File: src/rtl/execute_div_unit.sv
`default_nettype none
// ============================================================================
// Module   : execute_div_unit
// Purpose  : Multi-cycle RV32M divider for the Execute stage. Handles
//            DIV/DIVU/REM/REMU with radix-2 restoring division, one quotient
//            bit per cycle. Holds the pipeline via o_Stall while busy and
//            presents the result for a single cycle (o_Done) so the
//            Execute/Memory register can capture it.
// Revision : 1.0 - initial release
// ----------------------------------------------------------------------------
// Ports    : i_Clk      clock
//            i_Reset    asynchronous, active-low reset
//            i_Start    Execute holds a valid divide/remainder instruction
//            i_Op       bit0 = unsigned, bit1 = remainder (funct3[1:0])
//            i_SrcA     dividend (post-forwarding)
//            i_SrcB     divisor  (post-forwarding)
//            i_FlushE   Execute flush; aborts any operation in flight
//            o_Stall    stall request to the hazard unit (combinational)
//            o_Done     one-cycle pulse, o_Result valid
//            o_Result   quotient or remainder (held until next completion)
// Options  : DIV_EARLY_OUT_EN - when defined, |dividend| < |divisor| finishes
//            in one cycle instead of iterating. Results are identical.
// ============================================================================
module execute_div_unit #(
  parameter int XLEN = 32
) (
  input  logic            i_Clk,
  input  logic            i_Reset,
  input  logic            i_Start,
  input  logic [1:0]      i_Op,
  input  logic [XLEN-1:0] i_SrcA,
  input  logic [XLEN-1:0] i_SrcB,
  input  logic            i_FlushE,
  output logic            o_Stall,
  output logic            o_Done,
  output logic [XLEN-1:0] o_Result
);

  localparam int                  c_CNT_W    = $clog2(XLEN);
  localparam logic [c_CNT_W-1:0]  c_CNT_LAST = c_CNT_W'(XLEN - 1);
  localparam logic [XLEN-1:0]     c_MIN_NEG  = {1'b1, {(XLEN-1){1'b0}}};
  localparam logic [XLEN-1:0]     c_ALL_ONES = {XLEN{1'b1}};

  localparam logic [1:0] c_ST_IDLE = 2'd0;
  localparam logic [1:0] c_ST_CALC = 2'd1;
  localparam logic [1:0] c_ST_DONE = 2'd2;

  logic [1:0]         r_state;
  logic [1:0]         w_state_next;
  logic [c_CNT_W-1:0] r_cnt;
  logic [XLEN-1:0]    r_rem;
  logic [XLEN-1:0]    r_quo;       // dividend bits shift out as quotient bits shift in
  logic [XLEN-1:0]    r_divisor;
  logic               r_neg_q;
  logic               r_neg_r;
  logic               r_is_rem;
  logic [XLEN-1:0]    r_result;

  // --------------------------------------------------------------------------
  // Operand preparation (evaluated on the accept cycle)
  // --------------------------------------------------------------------------
  logic            w_signed;
  logic            w_neg_a;
  logic            w_neg_b;
  logic [XLEN-1:0] w_abs_a;
  logic [XLEN-1:0] w_abs_b;
  logic            w_div_zero;
  logic            w_overflow;
  logic            w_early;
  logic            w_bypass;
  logic [XLEN-1:0] w_bypass_result;
  logic            w_idle_or_done;
  logic            w_accept;

  assign w_signed   = ~i_Op[0];
  assign w_neg_a    = w_signed & i_SrcA[XLEN-1];
  assign w_neg_b    = w_signed & i_SrcB[XLEN-1];
  assign w_abs_a    = w_neg_a ? (~i_SrcA + 1'b1) : i_SrcA;
  assign w_abs_b    = w_neg_b ? (~i_SrcB + 1'b1) : i_SrcB;
  assign w_div_zero = (i_SrcB == '0);
  assign w_overflow = w_signed & (i_SrcA == c_MIN_NEG) & (i_SrcB == c_ALL_ONES);

`ifdef DIV_EARLY_OUT_EN
  assign w_early = ~w_div_zero & (w_abs_a < w_abs_b);
`else
  assign w_early = 1'b0;
`endif

  assign w_bypass = w_div_zero | w_overflow | w_early;

  // Quotient: all ones for /0, MIN for overflow, 0 for early-out.
  // Remainder: the original dividend for /0 and early-out, 0 for overflow.
  always_comb begin
    w_bypass_result = '0;
    if (i_Op[1]) begin
      w_bypass_result = w_overflow ? '0 : i_SrcA;
    end else if (w_div_zero) begin
      w_bypass_result = c_ALL_ONES;
    end else if (w_overflow) begin
      w_bypass_result = c_MIN_NEG;
    end
  end

  assign w_idle_or_done = (r_state == c_ST_IDLE) | (r_state == c_ST_DONE);
  // Gated by reset so the stall request drops immediately when reset asserts.
  assign w_accept       = i_Reset & w_idle_or_done & i_Start & ~i_FlushE;

  // --------------------------------------------------------------------------
  // One restoring step: shift {R,Q} left, subtract divisor if it fits.
  // The extra MSB of the difference is the borrow (R < divisor).
  // --------------------------------------------------------------------------
  logic [XLEN:0]   w_shift;
  logic [XLEN:0]   w_diff;
  logic            w_fits;
  logic [XLEN-1:0] w_rem_next;
  logic [XLEN-1:0] w_quo_next;
  logic [XLEN-1:0] w_final;

  assign w_shift    = {r_rem, r_quo[XLEN-1]};
  assign w_diff     = w_shift - {1'b0, r_divisor};
  assign w_fits     = ~w_diff[XLEN];
  assign w_rem_next = w_fits ? w_diff[XLEN-1:0] : w_shift[XLEN-1:0];
  assign w_quo_next = {r_quo[XLEN-2:0], w_fits};

  always_comb begin
    w_final = '0;
    if (r_is_rem) begin
      w_final = r_neg_r ? (~w_rem_next + 1'b1) : w_rem_next;
    end else begin
      w_final = r_neg_q ? (~w_quo_next + 1'b1) : w_quo_next;
    end
  end

  // --------------------------------------------------------------------------
  // FSM: state register
  // --------------------------------------------------------------------------
  always_ff @(posedge i_Clk or negedge i_Reset) begin
    if (!i_Reset) begin
      r_state <= c_ST_IDLE;
    end else begin
      r_state <= w_state_next;
    end
  end

  // --------------------------------------------------------------------------
  // FSM: next-state logic (flush has priority over start)
  // --------------------------------------------------------------------------
  always_comb begin
    w_state_next = r_state;
    case (r_state)
      c_ST_IDLE, c_ST_DONE: begin
        if (w_accept) begin
          w_state_next = w_bypass ? c_ST_DONE : c_ST_CALC;
        end else begin
          w_state_next = c_ST_IDLE;
        end
      end
      c_ST_CALC: begin
        if (i_FlushE) begin
          w_state_next = c_ST_IDLE;
        end else if (r_cnt == c_CNT_LAST) begin
          w_state_next = c_ST_DONE;
        end
      end
      default: w_state_next = c_ST_IDLE;
    endcase
  end

  // --------------------------------------------------------------------------
  // FSM: outputs
  // --------------------------------------------------------------------------
  always_comb begin
    o_Stall = w_accept | ((r_state == c_ST_CALC) & ~i_FlushE);
    o_Done  = (r_state == c_ST_DONE);
  end

  assign o_Result = r_result;

  // --------------------------------------------------------------------------
  // Datapath
  // --------------------------------------------------------------------------
  always_ff @(posedge i_Clk or negedge i_Reset) begin
    if (!i_Reset) begin
      r_cnt     <= '0;
      r_rem     <= '0;
      r_quo     <= '0;
      r_divisor <= '0;
      r_neg_q   <= 1'b0;
      r_neg_r   <= 1'b0;
      r_is_rem  <= 1'b0;
      r_result  <= '0;
    end else if (w_accept) begin
      r_cnt     <= '0;
      r_rem     <= '0;
      r_quo     <= w_abs_a;
      r_divisor <= w_abs_b;
      r_neg_q   <= w_signed & (i_SrcA[XLEN-1] ^ i_SrcB[XLEN-1]);
      r_neg_r   <= w_neg_a;
      r_is_rem  <= i_Op[1];
      if (w_bypass) begin
        r_result <= w_bypass_result;
      end
    end else if ((r_state == c_ST_CALC) && !i_FlushE) begin
      r_cnt <= r_cnt + 1'b1;
      r_rem <= w_rem_next;
      r_quo <= w_quo_next;
      if (r_cnt == c_CNT_LAST) begin
        r_result <= w_final;
      end
    end
  end

endmodule
`default_nettype wire

File: config.mk
export PLATFORM = sky130hd
export DESIGN_NAME = execute_div_unit
export DESIGN_NICKNAME = d
export VERILOG_FILES = /design/src/rtl/execute_div_unit.sv
export SDC_FILE = /design/constraint.sdc
export NUM_CORES = 1
export LEC_CHECK = 0
export CAP_MARGIN = 5
export CORE_MARGIN = 3
export CORE_UTILIZATION = 59
export DETAILED_ROUTE_END_ITERATION = 6
export PLACE_DENSITY = 0.92
export SLEW_MARGIN = 0
export SYNTH_ARGS = -nofsm -noshare
export SYNTH_HDL_FRONTEND = slang
export SYNTH_SLANG_ARGS = --single-unit
export TNS_END_PERCENT = 1
File: constraint.sdc
create_clock -name i_Clk -period 6.5 [get_ports i_Clk]
set_input_delay 1.3 -clock i_Clk [delete_from_list [all_inputs] [get_ports i_Clk]]
set_output_delay 1.3 -clock i_Clk [all_outputs]
set_load 0.02 [all_outputs]
-- Word level (Yosys, flattened, before mapping)
Cells that the tools add are included.
- register bits after elaboration: 138
- input bits: 70
- output and inout bits: 34
- logic and storage cells: 75
- $add $sub $neg: 6
- equality and inequality tests: 7
- multiplexer cells: 25
- bitwise operators: 20
- reduce and logical (&&, ||, !) cells: 8
- operator list (cell ; count):
    $mux 32 ; 18
    $add 32x1->32 const B ; 4
    $not 32->32 ; 4
    $eq 32x32->1 const B ; 2
    $sub 33x32->33 ; 1
    $logic_not 32->1 ; 1
    $mux 5 ; 2
    $and 1x1->1 ; 9
    $mux 2 ; 4
    $add 5x1->5 const B ; 1
    $eq 5x5->1 const B ; 1
    $pmux 2 s2 ; 1
    $reduce_bool 2->1 ; 2
    $ne 3x3->1 const B ; 1
    $not 1->1 ; 3
    $or 1x1->1 ; 3
    $reduce_and 3->1 ; 1
    $eq 2x1->1 const B ; 1
    $eq 2x2->1 const B ; 1
    $logic_not 2->1 ; 1
    $ne 2x2->1 const B ; 1
    $reduce_or 2->1 ; 1
    $logic_and 1x1->1 ; 1
    $logic_not 1->1 ; 1
    $xor 1x1->1 ; 1

-- Longest topological paths before layout
Gate-level depths: netlist of run 1.
- depth in word-level cells: 9
- gate-level depth with buffers: 24
- depth with buffers taken out: 21

-- Least setup slack after synthesis of run 1
Ideal clock, no wire load.
- path kind: register -> register
- start point: register r_quo[31]
- end point: register r_result[30], in the netlist o_Result[30]
- library setup time: 0.082 ns
- data arrival time: 4.889 ns
- data required time: 6.418 ns
- path slack: 1.529 ns
- stages on the path, launching flop included: 23
- path buffers: 2
- period minus slack after synthesis: 4.971 ns
- cells stage by stage: dfrtp_1 > inv_1 > ha_1 > inv_1 > fa_1 > a211oi_2 > o211ai_1 > a21oi_4 > a2111oi_4 > nor4_4 > nor2_4 > inv_2 > buf_2 > buf_4 > mux2i_1 > ha_1 > nand2_1 > or4_1 > nor3_1 > a41oi_1 > nor3_1 > mux2_2 > a31oi_1
- longest elaborated chain between the ends: 9
- elaborated cells on any way between the ends: 13
- those cells by class: add/sub (3); mux (7); bitwise (3)
- ends and longest elaborated chain (what ; line ; text):
    start, declared ; 52 ; logic [XLEN-1:0] r_quo;
    start signal, assigned ; 195 ; r_quo <= w_abs_a;
    start signal, assigned ; 206 ; r_quo <= w_quo_next;
    $sub 33x32->33 ; 120 ; assign w_diff = w_shift - {1'b0, r_divisor};
    $mux 32 / $not 1->1 (equally long branches) ; 122, 121 ;
    $not 32->32 (on tied branches) ; 128, 130 ;
    $add 32x1->32 (on tied branches) ; 128, 130 ;
    $mux 32 (on tied branches) ; 128, 130 ;
    $mux 32 * ; 127 ; if (r_is_rem) begin
    $mux 32 * ; 207 ; if (r_cnt == c_CNT_LAST) begin
    $mux 32 * ; 203 ; end else if ((r_state == c_ST_CALC) && !i_FlushE) begin
    $mux 32 * ; 192 ; end else if (w_accept) begin
    end signal, assigned ; 201 ; r_result <= w_bypass_result;
    end signal, assigned ; 208 ; r_result <= w_final;
    end, declared ; 57 ; logic [XLEN-1:0] r_result;
Mark *: on every way between the ends. The rest lies on a longest branch, timed or not. The select of a mux whose other input is x is not followed.
A chain may end at the register's enable or synchronous reset.

-- Final worst setup path of run 1
Ends and elaborated chain as after synthesis.

==> metrics.md, run 1 <==
| Metric | Value |
|---|---|
| Hpwl dp | approximately 27 mm |
| Hold Buf Count CTS | 0 |
| Boundary Pins | about 100 |
| Tmin final | a little under 6 ns |
| Detailed Route Iter0 Violations | 1851 |
| Dpl cells | 1747 |
| DP Worst Slack | ~0.89 ns |
| HP Class | reg -> reg |
| CP Class | reg -> reg |
| Chip height | 145.5 um |
| RSZ-0062 raised after global routing | false |
| Max Cap Viol | 0 |
| Drt pass-1 iters | 7 |
| Antenna cells | 0 |
| Post-CTS Resized | 0 |
| Total setup buffers inserted after CTS | 0 |
| Final setup viols | 0 |
| Post-synth EDFFs | 0 |
| GP Congestion | roughly 0.96 |
| Top post-synthesis cells by area | dfrtp_1 30%, o21ai_0 6.8%, a21oi_1 6.1% |
| Clock sink total | 138 |
| Post-Syn Nets | 1556 |
| Cell Chain, Critical Path | inv_1 -> ha_1 -> inv_1 -> fa_1 -> a211oi_2 -> o211ai_1 -> a21oi_4 -> a2111oi_4 -> o31a_1 -> nor2_4 -> inv_2 -> mux2i_1 -> ha_1 -> nand2_1 -> or4_1 -> nor3_1 -> a41oi_1 -> nor3_1 -> mux2_2 -> a31oi_1 |
| Vias post-DR | ~12000 |
| DRC violations left | 4 |
| Slowest-stage cell, CP | a2111oi_4 |
| Worst Path Arrival | about 6 ns |
| Failing checks | DRC |
| Vias in the first global route | between 10000 and 15000 |
| Share of cells above drive strength 1 | 0.06057 |
| Seq/Total Area, Yosys | 0.3008 |
| Largest net degree at the start of global routing | 97 |
| P&R area growth vs syn | 15.18% |
| Initial antenna violation count | 0 |
| Clock buffer depth | 2 |
| Fmax | roughly 170 MHz |
| Row cnt | 50 |
| Starting Density | 0.6076 |
| Clock-pin slew on the worst setup and hold paths | around 0.070 ns |
| Port buffer count | just over 100 |
| Routed Antenna Nets | 0 |
| Post-Synthesis Cells | 1446 |
| Syn. warnings | 0 |
| DR vias/cell | 6.845 |
| Dominant synthesized flop cell | dfrtp_1 |
| Total Power | ~6.4 mW |
| Syn_area_per_cell | between 7 and 8 um^2 |
| Crit-path max FO | 34 |
| Rel. slew slack | 0.2492 |
| CTS H-tree depth | 4 |
| Cell variety after synth | a little under 90 |
| Root Driver | clkbuf_16 |
| Final period util | 0.8947 |
| Setup tns final | 0 ns |
| Commonest non-fill, non-tap cell in the layout | nand2_1 |
| GR Overflow Total | 0 |
| Core Area | 18890 um^2 |
| Die Footprint | 21170 um^2 |
| Num CTS Buffers | 17 |
| Post-DR wirelength/cell | ~21 um |
| Worst Skew | about 0.0071 ns |
| Crit path launch type | flip-flop |
| Asr flop ratio synth | 1.000 |
| Slew Limit Fails | 0 |
| CTS tree | built |
| CP max stage delay | approximately 0.53 ns |
| Die Wd | ~150 um |
| Mapped Area | between 10000 and 15000 um^2 |
| Status | finished with violations |
| Worst Setup End Kind | flip-flop |
| Total wire length | 37.13 mm |
| Final setup margin | a little under 0.7 ns |
| Worst VDD drop | about 0.36 mV |
| Worst slew pin tran | roughly 1.1 ns |
| Nets | between 1500 and 2000 |
| Synth Register Bits | 138 |
| Critical Path RT | ~6.9 ns |
| Kind of cell adding the most delay to the critical path | compound AO/OA/AOI/OAI gates |
| Fin. Hold Viols | 0 |
| Worst path bufs/invs | 3 |
| Power per standard cell area | between 400 and 500 nW/um^2 |
| Commonest cells after routing, fill and taps aside | 162 x nand2_1, 157 x o21ai_0, 140 x a21oi_1 |
| Non-Filler Instances | ~1800 |
| Worst-Skew Late Latency | approximately 0.44 ns |
| First-pass GRT wire length | roughly 60 mm |
| Lkg Pwr | around 5.5 nW |
| GR Util All Layers | 0.3463 |
| Yosys top cell area share | 0.3008 |
| Cell accounting for the most synthesized area | dfrtp_1 |
synth_stat cells (5+ instances only):
library cell and instances:
o21a_1 6, buf_2 14, o41ai_1 6, xor2_1 63, and3_1 9, a31oi_1 11
nand3b_1 5, xnor2_1 68, a21oi_1 140, clkbuf_1 51, mux2_2 8, mux2i_1 20
o31a_1 7, a221oi_1 10, nand2_1 162, nor3_1 49, buf_4 5, nor2_1 104
o31ai_1 28, ha_1 39, a21o_1 13, nor4_1 10, nand2b_1 15, a22o_1 11
nand4_1 23, o21ai_0 157, buf_1 8, nand3_1 14, and2_1 7, nor2b_1 10
or3_1 15, or4_1 8, o21ai_1 5, a22oi_1 34, o211ai_1 5, a211oi_1 16
dfrtp_1 138, inv_1 57
layer usage:
layer	routed length, um	GRT usage	vias to the layer above
li1	-	-	5415
met4	1655	0.1448	0
met2	16770	0.5457	890
met5	0	0	-
met3	4370	0.06789	176
met1	14330	0.4700	5696
stage by stage:
step	utilization	cell area, um^2	hold WS (ns)
final	0.6999	13220	0.4798
after global routing	0.6999	13220	0.5050
after CTS	0.6999	13220	0.4862
after detailed placement	0.6695	12650	0.4707
after global placement	0.6695	12650	0.4620
after floorplan	-	11480	0.4498
registers in the layout (all words and copies together), names as in the netlist:
register   cells
o_Result      32
r_cnt          5
r_divisor     32
r_is_rem       1
r_neg_q        1
r_neg_r        1
r_quo         32
r_rem         32
r_state        2
path summary, 6_finish.rpt:
kind                            endpoint  cells past startpoint  slack (ns)     startpoint
min                        r_divisor[13]                      2        0.48  r_divisor[13]
max reg2reg                 o_Result[30]                     20        0.68      r_quo[31]
max                         o_Result[30]                     20        0.68      r_quo[31]
min in group asynchronous      r_quo[23]                      1        0.91        i_Reset
min reg2reg                r_divisor[13]                      2        0.48  r_divisor[13]
max in group asynchronous   o_Result[21]                      2        4.25        i_Reset
final cells by class:
class / instances / area (um^2)
Clock buffer: 17 / 425.4
Inverter: 59 / 221.5
Clock inverter: 15 / 147.6
Fill cell: 1536 / 5670
Tap cell: 260 / 325.3
Sequential cell: 138 / 3453
Multi-Input combinational cell: 1169 / 7482
Timing Repair Buffer: 121 / 1167
power by group:
| group | internal, mW | switching, mW | leakage [nW] |
|---|---|---|---|
| logic | 1.49 | 2.63 | 3.39 |
| clock network | 0.510 | 0.460 | 0.280 |
| registers | 1.05 | 0.265 | 1.82 |
| total | 3.04 | 3.35 | 5.49 |
logic make-up (layout without fill, tap and decap cells):
logic type | after synthesis | count (layout) | synth area share
simple gates | 463 | 463 | 0.2001
flops | 138 | 138 | 0.3008
buf+inv | 139 | 212 | 0.04992
compound gates | 505 | 505 | 0.2772
mux | 30 | 30 | 0.02779
xor+xnor | 131 | 131 | 0.09995
fa+ha+maj | 40 | 40 | 0.04425
worst min-delay path, cell delays in order, from the launching register on:
cell     delay, ns
dfrtp_1       0.34
nand2_1       0.04
o21ai_0       0.06
Note: power is estimated with default switching activity, not from simulation.
==> run 2, diff against run 1 <==
--- a/config.mk
+++ b/config.mk
@@ -9,6 +9,7 @@
 export CORE_MARGIN = 3
 export CORE_UTILIZATION = 59
 export DETAILED_ROUTE_END_ITERATION = 6
+export GPL_ROUTABILITY_DRIVEN = 0
 export PLACE_DENSITY = 0.92
 export SLEW_MARGIN = 0
 export SYNTH_ARGS = -nofsm -noshare
==> metrics.md, run 2 (synthesized netlist as in run 1, its figures left out) <==
| Metric | Value |
|---|---|
| Worst reg2reg path startpoint | r_quo[31] |
| Detailed Route Iter0 Violations | approximately 2000 |
| Hold Buf Count CTS | 0 |
| Share of cells above drive strength 1 | 0.05809 |
| Clock buffer depth | 2 |
| Critical Path RT | a little under 7 ns |
| Clock-pin slew on the worst setup and hold paths | around 0.07 ns |
| Failing checks | DRC |
| Post-route cell area | roughly 13000 um^2 |
| Commonest cells after routing, fill and taps aside | 162 x nand2_1, 157 x o21ai_0, 140 x a21oi_1 |
| Routed Antenna Nets | 0 |
| Nets | roughly 1600 |
| Final design utilization | 0.6974 |
| Worst Setup End Kind | flip-flop |
| Worst-Skew Late Latency | approximately 0.44 ns |
| P&R area growth vs syn | 14.78% |
| DRC violations left | 23 |
| Commonest non-fill, non-tap cell in the layout | nand2_1 |
| Worst VDD drop | between 0.4 and 0.5 mV |
| Starting Density | 0.6076 |
| Uppermost layer routed | met4 |
| CP Class | reg -> reg |
| Clock sink total | about 140 |
| Reg-to-reg endpoint | o_Result[30] |
| CP startpoint | r_quo[31] |
| Boundary Pins | between 100 and 150 |
| Total wire length | roughly 37 mm |
| CP Depth | 20 |
| Rel. slew slack | 0.1130 |
| GR Util All Layers | 0.3368 |
| Fin. Hold Viols | 0 |
| Row cnt | 50 |
| Die Footprint | roughly 21000 um^2 |
| Total setup buffers inserted after CTS | 0 |
| Slew Limit Fails | 0 |
| Drt pass-1 iters | 7 |
| Power per standard cell area | just under 500 nW/um^2 |
| Crit path launch type | flip-flop |
| WL met3 | roughly 4.6 mm |
| Initial antenna violation count | 0 |
| Kind of cell adding the most delay to the critical path | compound AO/OA/AOI/OAI gates |
| Setup tns final | 0 ns |
| Worst Setup EP | o_Result[30] |
| Worst slew pin tran | between 1 and 1.5 ns |
| Vias in the first global route | between 10000 and 15000 |
| Flop-to-flop setup slack | approximately 0.72 ns |
| Root Driver | clkbuf_16 |
| M1 wire length | 13.85 mm |
| Crit-path max FO | 34 |
| Post-CTS Resized | 0 |
| Final period util | 0.8897 |
| Worst Path Arrival | 6.15 ns |
| CTS tree | built |
| HP Class | reg -> reg |
| CP max stage delay | around 0.54 ns |
| Largest net degree at the start of global routing | 97 |
| Post-DP Area | 12620 um^2 |
| Worst Skew | 0.01309 ns |
| Fmax | 172.9 MHz |
| Core Area | approximately 19000 um^2 |
| RSZ-0062 raised after global routing | false |
| Wire length on met2 | approximately 16 mm |
| Max Cap Viol | 0 |
| GR Overflow Total | 0 |
| Num CTS Buffers | 17 |
| Hpwl dp | ~26 mm |
| Status | finished with violations |
| Tmin final | 5.783 ns |
| CTS H-tree depth | 4 |
| Slowest-stage cell, CP | a2111oi_4 |
| Post-DR wirelength/cell | about 21 um |
| Cell Chain, Critical Path | inv_1 -> ha_1 -> inv_1 -> fa_1 -> a211oi_2 -> o211ai_1 -> a21oi_4 -> a2111oi_4 -> o31a_1 -> nor2_4 -> inv_2 -> mux2i_1 -> ha_1 -> nand2_1 -> or4_1 -> nor3_1 -> a41oi_1 -> nor3_1 -> mux2_2 -> a31oi_1 |
| Chip height | approximately 150 um |
| Final setup viols | 0 |
| First-pass GRT wire length | 58.71 mm |
| Die Wd | roughly 150 um |
| Port buffer count | slightly above 100 |
| R2R depth | 20 |
| Antenna cells | 0 |
| Vias post-DR | roughly 12000 |
| Worst path bufs/invs | 3 |
| DR vias/cell | 6.807 |
| Lkg Pwr | 5.462 nW |
## run 2: per-layer routing
| metal | up-vias | GRT usage |
|---|---|---|
| li1 | 5394 | - |
| met1 | 5622 | 0.4446 |
| met2 | 880 | 0.5305 |
| met3 | 186 | 0.08066 |
| met4 | 0 | 0.1481 |
| met5 | - | 0 |
## run 2: stage by stage
step	hold slack [ns]	total power, mW	setup WS (ns)	instances
after CTS	0.4844	6.185	0.8999	1775
after global placement	0.4621	5.089	1.165	1743
final	0.4806	6.343	0.7167	1775
after detailed placement	0.4687	5.209	0.9854	1743
after floorplan	0.4498	4.238	1.529	1446
after global routing	0.5054	6.718	0.4050	1775
## run 2: final cells by class
type                            count  area (um^2)
Clock inverter                     15        131.4
Inverter                           59        221.5
Fill cell                        1483         5717
Sequential cell                   138         3453
Multi-Input combinational cell   1169         7482
Timing Repair Buffer              117         1137
Tap cell                          260        325.3
Clock buffer                       17        425.4
## run 2: worst min-delay path by stage
stage	start	to	slack [ns]	cells after the start
finish	r_divisor[28]	r_divisor[28]	0.48	2
CTS	r_divisor[22]	r_divisor[22]	0.48	2
global route	r_divisor[30]	r_divisor[30]	0.51	2
global placement	r_divisor[5]	r_divisor[5]	0.46	2
floorplan	r_divisor[10]	r_divisor[10]	0.45	2
detailed placement	o_Result[2]	o_Result[2]	0.47	2
## run 2: where the power goes
group	leakage, nW	total, mW	switching (mW)	internal [mW]
Sequential	1.82	1.32	0.270	1.05
Combinational	3.37	4.09	2.60	1.48
Clock	0.267	0.938	0.436	0.502
Total	5.46	6.34	3.31	3.03
## run 2: worst register-to-register path, delay by kind of cell (launching register included)
family / cells / cell delay, ns
buffers and inverters: 3 / 0.60
AND/OR/NAND/NOR: 5 / 1.13
flip-flops: 1 / 0.43
multiplexers: 2 / 0.71
AO/OA/AOI/OAI: 7 / 2.08
adder cells (fa/ha/maj): 3 / 0.74
==> run 3, diff against run 2 <==
--- a/config.mk
+++ b/config.mk
@@ -5,12 +5,11 @@
 export SDC_FILE = /design/constraint.sdc
 export NUM_CORES = 1
 export LEC_CHECK = 0
-export CAP_MARGIN = 5
 export CORE_MARGIN = 3
-export CORE_UTILIZATION = 59
+export CORE_UTILIZATION = 60
 export DETAILED_ROUTE_END_ITERATION = 6
 export GPL_ROUTABILITY_DRIVEN = 0
-export PLACE_DENSITY = 0.92
+export PLACE_DENSITY = 0.94
 export SLEW_MARGIN = 0
 export SYNTH_ARGS = -nofsm -noshare
 export SYNTH_HDL_FRONTEND = slang
==> constraint.sdc (replaced) <==
create_clock -name i_Clk -period 7 [get_ports i_Clk]
set_input_delay 1.4 -clock i_Clk [delete_from_list [all_inputs] [get_ports i_Clk]]
set_output_delay 1.4 -clock i_Clk [all_outputs]
set_load 0.02 [all_outputs]
==> metrics.md, run 3 (synthesized netlist as in run 1, its figures left out) <==
| Metric | Value |
|---|---|
| Status | finished with violations |
| Failing checks | DRC |
| Num CTS Buffers | 17 |
| Root Driver | clkbuf_16 |
| DR vias/cell | approximately 7.0 |
| Worst reg2reg path startpoint | r_quo[31] |
| Worst Skew | 0.01293 ns |
| Post-DR wirelength/cell | about 22 um |
| Commonest cells after routing, fill and taps aside | 162 x nand2_1, 157 x o21ai_0, 140 x a21oi_1 |
| Max Cap Viol | 0 |
| Worst Setup End Kind | flip-flop |
| HP Class | reg -> reg |
| GR Overflow Total | 0 |
| Critical Path RT | around 7.4 ns |
| Detailed Route Iter0 Violations | about 2000 |
| DRC violations left | 35 |
| Clock buffer depth | 2 |
| GR Util All Layers | 0.3544 |
| Core Area | between 15000 and 20000 um^2 |
| Worst Path Arrival | 6.02 ns |
| RSZ-0062 raised after global routing | false |
| P&R area growth vs syn | 14.87% |
| Slew Limit Fails | 0 |
| Antenna cells | 0 |
| Vias post-DR | ~12000 |
| CTS H-tree depth | 4 |
| Rel. slew slack | 0.09182 |
| CTS tree | built |
| Cells on Worst Hold Path | 2 |
| Tmin final | 5.657 ns |
| Chip height | roughly 140 um |
| Fin. Hold Viols | 0 |
| Worst-Skew Late Latency | approximately 0.45 ns |
| Boundary Pins | between 100 and 150 |
| Total setup buffers inserted after CTS | 0 |
| Final setup viols | 0 |
| Nets | between 1500 and 2000 |
| Power per standard cell area | ~450 nW/um^2 |
| Drt pass-1 iters | 7 |
| Hold Buf Count CTS | 0 |
| First-pass GRT wire length | ~59 mm |
| Setup tns final | 0 ns |
| CP startpoint | r_quo[31] |
| Die Wd | between 100 and 150 um |
| Worst Hold Path EP | r_divisor[24] |
| DP Worst Slack | 1.648 ns |
| Reg-to-reg endpoint | o_Result[30] |
| Commonest non-fill, non-tap cell in the layout | nand2_1 |
| Routed Antenna Nets | 0 |
| Clock-pin slew on the worst setup and hold paths | about 0.07 ns |
| Fmax | about 180 MHz |
| Share of cells above drive strength 1 | 0.05805 |
| Hpwl dp | approximately 27 mm |
| Origin of the worst min-delay path | r_divisor[24] |
| Lkg Pwr | about 5.5 nW |
| Die Footprint | between 20000 and 25000 um^2 |
| Largest net degree at the start of global routing | 97 |
| Starting Density | 0.6241 |
| Initial antenna violation count | 0 |
| Clock sink total | around 140 |
| Vias in the first global route | approximately 11000 |
| Worst slew pin tran | 1.357 ns |
| Crit-path max FO | 10 |
| Port buffer count | between 100 and 150 |
| Final setup margin | 1.343 ns |
| Total wire length | 37.58 mm |
| CP Class | reg -> reg |
| Worst VDD drop | 0.3974 mV |
| Row cnt | between 40 and 50 |
| Flop-to-flop setup slack | approximately 1.3 ns |
| Crit path launch type | flip-flop |
| R2R depth | 20 |
| Final period util | 0.8081 |
| Post-CTS Resized | 0 |
[run 3: metal layers]
metal  global-route usage  up-vias  wire length, um
met3              0.08862      212             4694
met4               0.1537        0             1844
met1               0.4643     5644            14140
met5                    0        -                0
li1                     -     5380                -
met2               0.5594     1032            16900
[run 3: cell type report]
cell class / count / area [um^2]
well taps: 229 / 286.5
flip-flops and latches: 138 / 3453
clock buffers: 19 / 442.9
repair buffers: 118 / 1145
inverters: 59 / 221.5
clock inverters: 13 / 155.1
fillers: 1354 / 5206
multi-input cells: 1169 / 7482
[run 3: worst max-delay path, cell delays in order (launching register included)]
cell       delay [ns]
dfrtp_1          0.43
inv_1            0.09
ha_1             0.16
inv_1            0.05
fa_1             0.43
a211oi_2         0.36
o211ai_1         0.23
a21oi_4          0.27
a2111oi_4        0.13
nor4_4           0.62
nor2_4           0.05
inv_2            0.17
mux2i_1          0.32
ha_1             0.27
nand2_1          0.10
or4_1            0.55
nor3_1           0.21
a41oi_1          0.31
nor3_1           0.28
mux2_2           0.37
a31oi_1          0.16
[run 3: where the power goes]
group          switching [mW]  internal [mW]
combinational            2.42           1.38
clock                   0.401          0.544
sequential              0.259          0.972
total                    3.08           2.90
[run 3: per-stage QoR]
step                std cells  total power, mW  utilization  hold slack [ns]  cell area, um^2
floorplan                1446            3.935            -           0.4498            11480
finish                   1745            5.981       0.7169           0.4829            13190
detailed placement       1713            4.828       0.6844           0.4754            12590
global placement         1713            4.710       0.6844           0.4628            12590
global route             1745            6.290       0.7169           0.5067            13190
CTS                      1745            5.809       0.7169           0.4897            13190
[run 3: how the worst max path moves through the flow]
| stage | to | depth (start not counted) | slack [ns] |
|---|---|---|---|
| 2_1_floorplan | o_Result[30] | 22 | 2.03 |
| 3_3_place_gp | o_Result[25] | 13 | 1.85 |
| 3_5_place_dp | o_Result[30] | 20 | 1.65 |
| 4_1_cts | o_Result[30] | 20 | 1.56 |
| 5_1_grt | o_Result[30] | 20 | 1.14 |
| 6_report | o_Result[30] | 20 | 1.34 |
